## config.mk

```make
export PLATFORM = sky130hd
export DESIGN_NAME = if_id_pipe
export DESIGN_NICKNAME = d
export VERILOG_FILES = /design/src/rtl/if_id_pipe_pkg.sv /design/src/rtl/if_id_pipe_sat_counter.sv /design/src/rtl/if_id_pipe.sv
export SDC_FILE = /design/constraint.sdc
export NUM_CORES = 1
export LEC_CHECK = 0
export CAP_MARGIN = 20
export CORE_UTILIZATION = 38
export DETAILED_ROUTE_END_ITERATION = 16
export GPL_ROUTABILITY_DRIVEN = 0
export PLACE_DENSITY = 0.8
export RECOVER_POWER = 100
export SKIP_CTS_REPAIR_TIMING = 1
export SLEW_MARGIN = 20
export SYNTH_ARGS = -nofsm -noshare
export SYNTH_HDL_FRONTEND = slang
export SYNTH_SLANG_ARGS = --single-unit
```

## constraint.sdc

```tcl
create_clock -name clk -period 1.84 [get_ports clk]
set_clock_uncertainty 0.15 [all_clocks]
set_input_delay 0.276 -clock clk [delete_from_list [all_inputs] [get_ports clk]]
set_output_delay 0.276 -clock clk [all_outputs]
set_load 0.1 [all_outputs]
```

## src/rtl/if_id_pipe_pkg.sv

```systemverilog
// Shared constants, opcode encodings and FSM state type for the IF/ID pipeline register.
package if_id_pipe_pkg;

    localparam int unsigned DW = 16;
    localparam logic [DW-1:0] NOP_INSTR = 16'h0000;

    localparam logic [3:0] OP_ADD = 4'h0;
    localparam logic [3:0] OP_SUB = 4'h1;
    localparam logic [3:0] OP_AND = 4'h2;
    localparam logic [3:0] OP_OR  = 4'h3;
    localparam logic [3:0] OP_LD  = 4'h8;
    localparam logic [3:0] OP_ST  = 4'h9;
    localparam logic [3:0] OP_BR  = 4'hC;
    localparam logic [3:0] OP_JMP = 4'hD;
    localparam logic [3:0] HLT_OPCODE = 4'hF;

    typedef enum logic {
        ST_RUN  = 1'b0,
        ST_HALT = 1'b1
    } pipe_state_e;

    function automatic logic is_hlt(input logic [DW-1:0] instr);
        return (instr[DW-1:DW-4] == HLT_OPCODE);
    endfunction

endpackage

```

## src/rtl/if_id_pipe_sat_counter.sv

```systemverilog
// Saturating up-counter with async active-low clear; reusable for stage perf counters.
module sat_counter #(
    parameter int unsigned W = 16
) (
    input  logic         clk,
    input  logic         rst_n,
    input  logic         i_inc,
    output logic [W-1:0] o_count
);

    logic [W-1:0] r_count;
    logic         w_at_max;

    assign w_at_max = (r_count == {W{1'b1}});

    // Count up on request, sticking at all-ones instead of wrapping.
    always_ff @(posedge clk or negedge rst_n) begin
        if (!rst_n) begin
            r_count <= {W{1'b0}};
        end else if (i_inc && !w_at_max) begin
            r_count <= r_count + {{(W-1){1'b0}}, 1'b1};
        end else begin
            r_count <= r_count;
        end
    end

    assign o_count = r_count;

endmodule

```

## src/rtl/if_id_pipe.sv

```systemverilog
// IF/ID pipeline register with stall/flush handling, HLT detection that freezes fetch,
// and a saturating count of injected bubbles.
module if_id_pipe
    import if_id_pipe_pkg::*;
(
    input  logic          clk,
    input  logic          rst_n,
    input  logic [DW-1:0] instr_IF,
    input  logic [DW-1:0] pc_IF,
    input  logic          stall,
    input  logic          flush,
    output logic [DW-1:0] instr_ID,
    output logic [DW-1:0] pc_ID,
    output logic          valid_ID,
    output logic          hlt_fetch,
    output logic [15:0]   bubble_cnt
);

    logic [DW-1:0] r_instr;
    logic [DW-1:0] r_pc;
    logic          r_valid;
    pipe_state_e   r_state;
    logic          w_bubble_inc;

    // A bubble is counted on every flush and on every non-stalled cycle spent halted.
    always_comb begin
        w_bubble_inc = 1'b0;
        if (flush) begin
            w_bubble_inc = 1'b1;
        end else if (!stall && (r_state == ST_HALT)) begin
            w_bubble_inc = 1'b1;
        end else begin
            w_bubble_inc = 1'b0;
        end
    end

    // Datapath registers and RUN/HALT state; flush beats stall beats capture.
    always_ff @(posedge clk or negedge rst_n) begin
        if (!rst_n) begin
            r_instr <= NOP_INSTR;
            r_pc    <= {DW{1'b0}};
            r_valid <= 1'b0;
            r_state <= ST_RUN;
        end else if (flush) begin
            r_instr <= NOP_INSTR;
            r_pc    <= pc_IF;
            r_valid <= 1'b0;
            r_state <= ST_RUN;
        end else if (stall) begin
            r_instr <= r_instr;
            r_pc    <= r_pc;
            r_valid <= r_valid;
            r_state <= r_state;
        end else begin
            case (r_state)
                ST_RUN: begin
                    r_instr <= instr_IF;
                    r_pc    <= pc_IF;
                    r_valid <= 1'b1;
                    r_state <= is_hlt(instr_IF) ? ST_HALT : ST_RUN;
                end
                // Halted: instr_IF is ignored so nothing after HLT reaches decode.
                ST_HALT: begin
                    r_instr <= NOP_INSTR;
                    r_pc    <= r_pc;
                    r_valid <= 1'b0;
                    r_state <= ST_HALT;
                end
                default: begin
                    r_instr <= NOP_INSTR;
                    r_pc    <= r_pc;
                    r_valid <= 1'b0;
                    r_state <= ST_RUN;
                end
            endcase
        end
    end

    sat_counter #(
        .W (16)
    ) u_bubble_cnt (
        .clk     (clk),
        .rst_n   (rst_n),
        .i_inc   (w_bubble_inc),
        .o_count (bubble_cnt)
    );

    assign instr_ID  = r_instr;
    assign pc_ID     = r_pc;
    assign valid_ID  = r_valid;
    assign hlt_fetch = (r_state == ST_HALT);

endmodule

```

==> qor.yml, run 1 <==
fillCellCount: 441
core.rowCount: 26
leakagePower_uw: 0.00142
final_hold_viol_count: 0
grt_start_max_net_pins: 43
crit_required_ps: 1870
synth_edf_count: 0
fin_nets: 285
io_buffers: 85
cts.sinks: 50
maxCapViolCount: 0
instances_no_fill: 319
finalCritPeriodShare_pct: 96.4
die_area_mm2: 0.00578
synth_ff_type: "dfrtp_1"
startpoint_type: "input pin"
avgRoutedWirePerCell_um: 16.0
yosysSeqAreaShare_pct: 60.1
status: "complete, no violations"
fin_setup_tns_ps: 0
endpoint_kind: "flop"
overflow: 0
synth_top_area_share_pct: 60.1
synth-seq-cells: 50
timing.final.ws_setup_ps: 65.6
vias: 1627
fmax_mhz: 564
floorplan.initialDensity_pct: 40.0
cts.htree.levels: 2
grt.total_usage_pct: 17.8
design_area_mm2: 0.00308
fin_crit_ps: 1770
cts_tree: "built"
ys_async_sr_fraction_pct: 100
synth_cell_types: 37
top_level_ports: 86
n_antenna_cell: 0
clockBufferDepth: 2
avgSynthCellArea_um2: 13.8
setup_viol: 0
p_per_area_mw_per_mm2: 1250
netlist_area_mm2: 0.00208
path_class: "input pin to flop"
syn_nets: 188
clk_latency_ps: 300
slew_violations: 0
dp_slack_ps: -349
rsz0062_at_grt: "false"
synth_commonest_cells: "dfrtp_1 (50), a22o_1 (16), mux2_2 (15)"
synth_top_area_cell: "dfrtp_1"
cts-root-buf: "clkbuf_8"
path_clk_slew_ps: 90
drive_above_1_share_pct: 43.4
routed_via_density: 5.10
maxSlewHeadroom_pct: 54.7
critical_path_arrival_ps: 1800
dp.final_hpwl_mm: 3.82
cp_slowest_stage_delay_ps: 640
worst-path-max-fanout: 16
core_mm2: 0.00520
ys.warnings.count: 0
postSynthCellCount: 151
wirelength_mm: 5.10
syn2layout_area_growth_pct: 48.0
grt_pass1_vias: 1636
yosysMostFrequentCell: "dfrtp_1"
worst_slew_pin_slew_ps: 676
yosys-top-cells-area: "dfrtp_1 (60%), mux2_2 (8.1%), a22o_1 (6.7%)"
multi_input_area_um2: 833
cp.buffers_inverters: 3
post-place-cells: 310
power.total_uw: 3850
cp_top_family: "buffers and inverters"
drc: 0
drt_pass1_iterations: 4
dieHeight_um: 76.0
ant_nets: 0
register_area_mm2: 0.00130
placed_area_mm2: 0.00369
crit_chain: "dlygate4sd3_1 -> buf_4 -> o21bai_1 -> buf_12 -> mux2_2"
hold_class: "input pin to asynchronous set/reset pin"
drt_iter0_markers: 73
cts_made_buffers: 5
antenna_found_initial: 0
cp_slowest_cell: "dlygate4sd3_1"
ir_worst_vdd_uv: 1300
grt_pass1_wl_mm: 8.19
fp.dieW_um: 76.0
power by group:
| part | internal [uW] | switching, uW |
|---|---|---|
| registers | 1290 | 213 |
| clock network | 264 | 341 |
| logic | 452 | 1290 |
sequential cells by signal (all words and copies together), names as in the netlist:
| signal | count |
|---|---|
| instr_ID | 16 |
| pc_ID | 16 |
| u_bubble_cnt.o_count | 16 |
| hlt_fetch | 1 |
| valid_ID | 1 |
final cells by class:
type	count	share of cell area, %
Clock inverter	2	0.325
Sequential cell	50	42.2
Timing Repair Buffer	95	25.0
Tap cell	70	2.84
Clock buffer	6	2.36
Inverter	2	0.244
Multi-Input combinational cell	94	27.1
logic make-up after synthesis:
logic type      after synthesis  synth area share (%)
flops                        50                  60.1
simple gates                 39                  13.4
compound gates               24                  9.37
mux                          17                  9.37
xor+xnor                     13                  5.47
buf+inv                       7                  1.68
fa+ha+maj                     1                 0.601
worst paths after layout:
kind / cells after the start / slack (ps) / startpoint / endpoint
max: 5 / 70 / flush / pc_ID[4]$_DFFE_PN0P_
min: 2 / 340 / rst_n / u_bubble_cnt.o_count[6]$_DFFE_PN0P_
max reg2reg: 5 / 90 / u_bubble_cnt.o_count[9]$_DFFE_PN0P_ / u_bubble_cnt.o_count[14]$_DFFE_PN0P_
min reg2reg: 1 / 340 / valid_ID$_DFFE_PN0P_ / valid_ID$_DFFE_PN0P_
max in group asynchronous: 3 / 550 / rst_n / u_bubble_cnt.o_count[12]$_DFFE_PN0P_
min in group clk: 1 / 340 / valid_ID$_DFFE_PN0P_ / valid_ID$_DFFE_PN0P_
routing by layer:
metal  track usage [%]  routed length [um]  up-vias
met5                 0                   0        -
met4              5.38                  78        0
met3              4.31                 236        9
met2              29.6                2510       67
met1              23.1                2270      806
li1                  -                   -      745
through the flow:
step	hold WS [ps]	utilization (%)
final	341	59.2
after global routing	351	59.2
after CTS	-319	72.5
after detailed placement	9.28	70.9
after global placement	3.79	70.9
after floorplan	-170	-
cells in the final DEF, fill, tap and decap left out, drive strengths merged:
cell type       n
a21o            1
clkdlybuf4s50  33
and4            1
nand4           3
a22o           16
nand2           2
nor3b           2
buf            25
nor2            8
dfrtp          50
and2b           1
a41oi           1
clkinv          2
dlygate4sd3     2
ha              1
nand3           4
nor4            4
o21ai           1
nor3            7
and4b           1
or2             1
xnor2           2
nor2b           1
inv             2
nor4b           3
o21bai          2
a21oi           3
mux2           17
clkbuf         41
xor2           11
or3             1
Note: power is estimated with default switching activity, not from simulation.
==> inputs of run 2 (changes only) <==
--- a/config.mk
+++ b/config.mk
@@ -6,13 +6,12 @@
 export NUM_CORES = 1
 export LEC_CHECK = 0
 export CAP_MARGIN = 20
-export CORE_UTILIZATION = 38
+export CORE_UTILIZATION = 42
 export DETAILED_ROUTE_END_ITERATION = 16
 export GPL_ROUTABILITY_DRIVEN = 0
-export PLACE_DENSITY = 0.8
+export PLACE_DENSITY = 0.84
 export RECOVER_POWER = 100
 export SKIP_CTS_REPAIR_TIMING = 1
-export SLEW_MARGIN = 20
 export SYNTH_ARGS = -nofsm -noshare
 export SYNTH_HDL_FRONTEND = slang
 export SYNTH_SLANG_ARGS = --single-unit
==> constraint.sdc (replaced) <==
create_clock -name clk -period 1.7 [get_ports clk]
set_clock_uncertainty 0.15 [all_clocks]
set_input_delay 0.255 -clock clk [delete_from_list [all_inputs] [get_ports clk]]
set_output_delay 0.255 -clock clk [all_outputs]
set_load 0.1 [all_outputs]
==> qor.yml, run 2 (same netlist as run 1, synthesis figures left out) <==
cts_tree: "built"
finalCritPeriodShare_pct: 102
p_sw_share_pct: 44.7  # -3.2 points
drive_above_1_share_pct: 54.5  # +11 points
p_switching_uw: 2170  # +18%
overflow: 0  # unchanged
startpoint_type: "flop"
grt_start_max_net_pins: 51  # +19%
design_area_mm2: 0.00357  # +16%
worst-path-max-fanout: 3  # -13
cp_top_family: "flip-flops"
floorplan.initialDensity_pct: 43.8  # +3.8 points
ir_worst_vdd_uv: 1650  # +27%
cts.htree.levels: 2  # unchanged
vias: 1792  # +10%
violations: "setup timing"
post-place-cells: 330  # +6.5%
maxSlewHeadroom_pct: 55.1  # +0.39 points
worst_slew_pin_slew_ps: 674  # -2.80 ps
clk_latency_ps: 300  # about the same
crit_required_ps: 1760  # -110 ps
avgRoutedWirePerCell_um: 19.7  # +23%
critical_path_arrival_ps: 1800  # about the same
fmax_mhz: 575
cp_slowest_stage_delay_ps: 520  # -120 ps
maxCapViolCount: 0  # unchanged
placed_area_mm2: 0.00390  # +5.7%
layout_commonest_cell: "dfrtp_1"
n_antenna_cell: 0  # unchanged
slew_violations: 0  # unchanged
hold_class: "flop to flop"
wirelength_mm: 6.80  # +34%
dp.final_hpwl_mm: 5.04  # +32%
seqPwrFrac_pct: 32.7  # -6.3 points
syn2layout_area_growth_pct: 71.3
core.rowCount: 25  # -3.8%
p_per_area_mw_per_mm2: 1360  # +8.9%
final_hold_viol_count: 0  # unchanged
fp.dieW_um: 72.4  # -4.8%
cts.sinks: 50  # unchanged
timing.final.ws_setup_ps: -40.4  # -106 ps
leakagePower_uw: 0.00163  # +14%
cts_made_buffers: 5  # unchanged
instances_no_fill: 346  # +8.5%
drt_iter0_markers: 112  # +53%
routed_via_density: 5.18  # +1.5%
dieHeight_um: 72.4  # -4.8%
fin_setup_tns_ps: -61.0  # -61.0 ps
clockBufferDepth: 2  # unchanged
drt_pass1_iterations: 4  # unchanged
cts-root-buf: "clkbuf_8"
grt.total_usage_pct: 26.4  # +8.6 points
setup_viol: 4  # +4
grt_pass1_vias: 1845  # +13%
endpoint_kind: "flop"
io_buffers: 85  # unchanged
antenna_found_initial: 0  # unchanged
grt_pass1_wl_mm: 10.1  # +23%
pwr-share-comb_pct: 50.0  # +4.7 points
cp.buffers_inverters: 1  # -2
layout_common_cells: "dfrtp_1 (33), clkdlybuf4s50_1 (32), buf_4 (31), clkbuf_2 (23), dfrtp_4 (17)"
path_class: "flop to flop"
post-route-util_pct: 75.0  # +16 points
cp_slowest_cell: "dfrtp_4"
status: "finished with violations"
fin_crit_ps: 1740
p_int_uw: 2680  # +34%
drc: 0  # unchanged
clkPwrFrac_pct: 17.2  # +1.5 points
fin_nets: 315  # +11%
crit_chain: "ha_4 -> nand3_4 -> nor3_1 -> buf_4 -> nor4_2 -> xor2_1"
core_mm2: 0.00475  # -8.7%
top_level_ports: 86  # unchanged
rsz0062_at_grt: "true"
ant_nets: 0  # unchanged
path_clk_slew_ps: 90  # about the same
die_area_mm2: 0.00524  # -9.3%
## run 2: worst paths after layout
| kind | start | end | slack, ps | cells past startpoint |
|---|---|---|---|---|
| hold reg to reg | valid_ID$_DFFE_PN0P_ | valid_ID$_DFFE_PN0P_ | 350 | 1 |
| setup / recovery | u_bubble_cnt.o_count[0]$_DFFE_PN0P_ | u_bubble_cnt.o_count[11]$_DFFE_PN0P_ | -40 | 6 |
| min in group asynchronous | rst_n | instr_ID[10]$_DFFE_PN0P_ | 520 | 3 |
| hold / removal | valid_ID$_DFFE_PN0P_ | valid_ID$_DFFE_PN0P_ | 350 | 1 |
| max in group asynchronous | rst_n | u_bubble_cnt.o_count[14]$_DFFE_PN0P_ | 360 | 3 |
| setup reg to reg | u_bubble_cnt.o_count[0]$_DFFE_PN0P_ | u_bubble_cnt.o_count[11]$_DFFE_PN0P_ | -40 | 6 |
## run 2: final cells by class
cell class / instances / area [um2]
Clock buffer: 5 / 68.8
Clock inverter: 3 / 45.0
Fill cell: 272 / 1190
Inverter: 2 / 7.51
Multi-Input combinational cell: 94 / 916
Sequential cell: 50 / 1320
Tap cell: 67 / 83.8
Timing Repair Buffer: 125 / 1130
## run 2: per-layer routing
layer,share of wire [%],global-route usage (%)
met5,0,0
met4,0.96,7.41
met3,8.1,8.06
met2,51,45.5
met1,40,31.9
## run 2: power by group through the flow
stage          clock (uW)  combinational (uW)  sequential (uW)
6_report              836                2430             1590
5_1_grt               904                2520             1600
4_1_cts               853                2590             1640
3_5_place_dp            0                2580             1650
3_3_place_gp            0                2520             1630
2_1_floorplan           0                 316             2760
## run 2: stage by stage
| step | power (uW) | setup slack, ps | hold WS (ps) |
|---|---|---|---|
| after floorplan | 3080 | -225 | -191 |
| after global placement | 4160 | -389 | 109 |
| after detailed placement | 4230 | -547 | 114 |
| after CTS | 5080 | -270 | -213 |
| after global routing | 5020 | -109 | 377 |
| final | 4850 | -40.4 | 355 |
==> inputs of run 3 (changes only) <==
--- a/config.mk
+++ b/config.mk
@@ -5,8 +5,9 @@
 export SDC_FILE = /design/constraint.sdc
 export NUM_CORES = 1
 export LEC_CHECK = 0
-export CAP_MARGIN = 20
+export CAP_MARGIN = 40
 export CORE_UTILIZATION = 42
+export CTS_CLUSTER_SIZE = 10
 export DETAILED_ROUTE_END_ITERATION = 16
 export GPL_ROUTABILITY_DRIVEN = 0
 export PLACE_DENSITY = 0.84
==> qor.yml, run 3 (same netlist as run 1, synthesis figures left out) <==
p_per_area_mw_per_mm2: 1370  # +0.95%
syn2layout_area_growth_pct: 65.9
grt.total_usage_pct: 25.8  # -0.53 points
cts_made_buffers: 5  # unchanged
grt_pass1_wl_mm: 9.96  # -0.90%
finalCritPeriodShare_pct: 102  # -0.12 points
io_buffers: 85  # unchanged
fin_nets: 313  # -0.63%
setup_viol: 5  # +1
crit_chain: "ha_4 -> nand3_4 -> nor3_1 -> buf_4 -> nor4_2 -> xor2_1"
leakagePower_uw: 0.00158  # -2.6%
n_antenna_cell: 0  # unchanged
drt_pass1_iterations: 4  # unchanged
clockBufferDepth: 2  # unchanged
path_class: "flop to flop"
drive_above_1_share_pct: 53.1  # -1.4 points
top_level_ports: 86  # unchanged
layout_commonest_cell: "dfrtp_1"
post-place-cells: 331  # +0.30%
ir_worst_vdd_uv: 1650  # about the same
avgRoutedWirePerCell_um: 21.9  # +11%
routed_via_density: 5.33  # +2.9%
instances_no_fill: 344  # -0.58%
critical_path_arrival_ps: 1810  # about the same
endpoint_kind: "flop"
layout_common_cells: "dfrtp_1 (33), clkdlybuf4s50_1 (32), buf_4 (27), clkbuf_2 (25), dfrtp_4 (17)"
maxSlewHeadroom_pct: 54.8  # -0.25 points
drc: 0  # unchanged
startpoint_type: "flop"
design_area_mm2: 0.00345  # -3.2%
core_mm2: 0.00475  # unchanged
cts-root-buf: "clkbuf_8"
worst_slew_pin_slew_ps: 677  # +3.79 ps
timing.final.ws_setup_ps: -38.4  # +2.08 ps
wirelength_mm: 7.52  # +10%
grt_start_max_net_pins: 51  # unchanged
crit_required_ps: 1770  # about the same
dieHeight_um: 72.4  # unchanged
final_hold_viol_count: 0  # unchanged
rsz0062_at_grt: "true"
die_area_mm2: 0.00524  # unchanged
cp_slowest_cell: "dfrtp_4"
maxCapViolCount: 0  # unchanged
violations: "setup timing"
seqPwrFrac_pct: 33.7  # +1.0 points
placed_area_mm2: 0.00391  # +0.19%
cts_tree: "built"
drt_iter0_markers: 130  # +16%
cts.htree.levels: 2  # unchanged
ant_nets: 0  # unchanged
cts.sinks: 50  # unchanged
grt_pass1_vias: 1850  # +0.27%
floorplan.initialDensity_pct: 43.8  # unchanged
hold_class: "flop to flop"
overflow: 0  # unchanged
status: "finished with violations"
worst-path-max-fanout: 4  # +1
pwr-share-comb_pct: 48.3  # -1.7 points
fmax_mhz: 575  # +0.12%
path_clk_slew_ps: 90  # about the same
clk_latency_ps: 310  # about the same
clkPwrFrac_pct: 18.0  # +0.8 points
vias: 1834  # +2.3%
p_sw_share_pct: 46.0  # +1.2 points
antenna_found_initial: 0  # unchanged
dp.final_hpwl_mm: 4.94  # -2.0%
core.rowCount: 25  # unchanged
fp.dieW_um: 72.4  # unchanged
fin_crit_ps: 1740  # -2.08 ps
cp_slowest_stage_delay_ps: 520  # about the same
fillCellCount: 313  # +15%
p_int_uw: 2560  # -4.5%
p_switching_uw: 2180  # +0.42%
slew_violations: 0  # unchanged
run 3: cell count changes in the layout (fill, tap and decap cells not counted), sizes merged:
| cell | before | now |
|---|---|---|
| clkinvlp | 2 | 1 |
| clkbuf | 32 | 37 |
| buf | 63 | 57 |
run 3: power by group through the flow:
stage | Clock [uW] | Sequential [uW] | Combinational, uW
6_report | 853 | 1600 | 2290
5_1_grt | 909 | 1620 | 2360
4_1_cts | 838 | 1630 | 2590
3_5_place_dp | 0 | 1650 | 2580
3_3_place_gp | 0 | 1630 | 2520
2_1_floorplan | 0 | 2760 | 316
run 3: worst paths after layout:
check | start | to | slack (ps) | cells past startpoint
worst max-delay path | u_bubble_cnt.o_count[1]$_DFFE_PN0P_ | u_bubble_cnt.o_count[9]$_DFFE_PN0P_ | -40 | 6
worst min-delay path | valid_ID$_DFFE_PN0P_ | valid_ID$_DFFE_PN0P_ | 360 | 1
worst max register to register | u_bubble_cnt.o_count[1]$_DFFE_PN0P_ | u_bubble_cnt.o_count[9]$_DFFE_PN0P_ | -40 | 6
worst min register to register | valid_ID$_DFFE_PN0P_ | valid_ID$_DFFE_PN0P_ | 360 | 1
max in group asynchronous | rst_n | u_bubble_cnt.o_count[14]$_DFFE_PN0P_ | 370 | 3
min in group asynchronous | rst_n | instr_ID[10]$_DFFE_PN0P_ | 510 | 3
run 3: cell type report:
type | instances | area (um2) | share of cell area (%)
clock buffers | 6 | 72.6 | 2.10
clock inverters | 2 | 37.5 | 1.09
inverters | 2 | 7.51 | 0.217
multi-input cells | 94 | 921 | 26.7
flip-flops and latches | 50 | 1320 | 38.1
well taps | 67 | 83.8 | 2.43
repair buffers | 123 | 1020 | 29.4
run 3: layer usage:
layer	vias to the layer above	share of wire, %	global-route usage [%]
met1	916	40	32.1
met5	-	0	0
li1	807	-	-
met2	93	50	43.3
met4	0	2.5	7.63
met3	18	7.1	8.06
run 3: worst max-delay path, delay by kind of cell (launching register included):
family	cells	cell delay (ps)
flops	1	520
xor+xnor	1	210
fa+ha+maj	1	190
buf+inv	1	170
simple gates	3	410
run 3: through the flow:
stage | setup WS, ps | utilization, % | hold slack (ps) | total power, uW | TNS [ps]
3_3_place_gp | -389 | 82.0 | 109 | 4160 | -9290
6_report | -38.4 | 72.6 | 355 | 4740 | -97.6
3_5_place_dp | -445 | 82.2 | 122 | 4230 | -6840
5_1_grt | -133 | 72.6 | 364 | 4890 | -941
4_1_cts | -218 | 84.5 | -208 | 5060 | -347
2_1_floorplan | -225 | - | -191 | 3080 | -1110
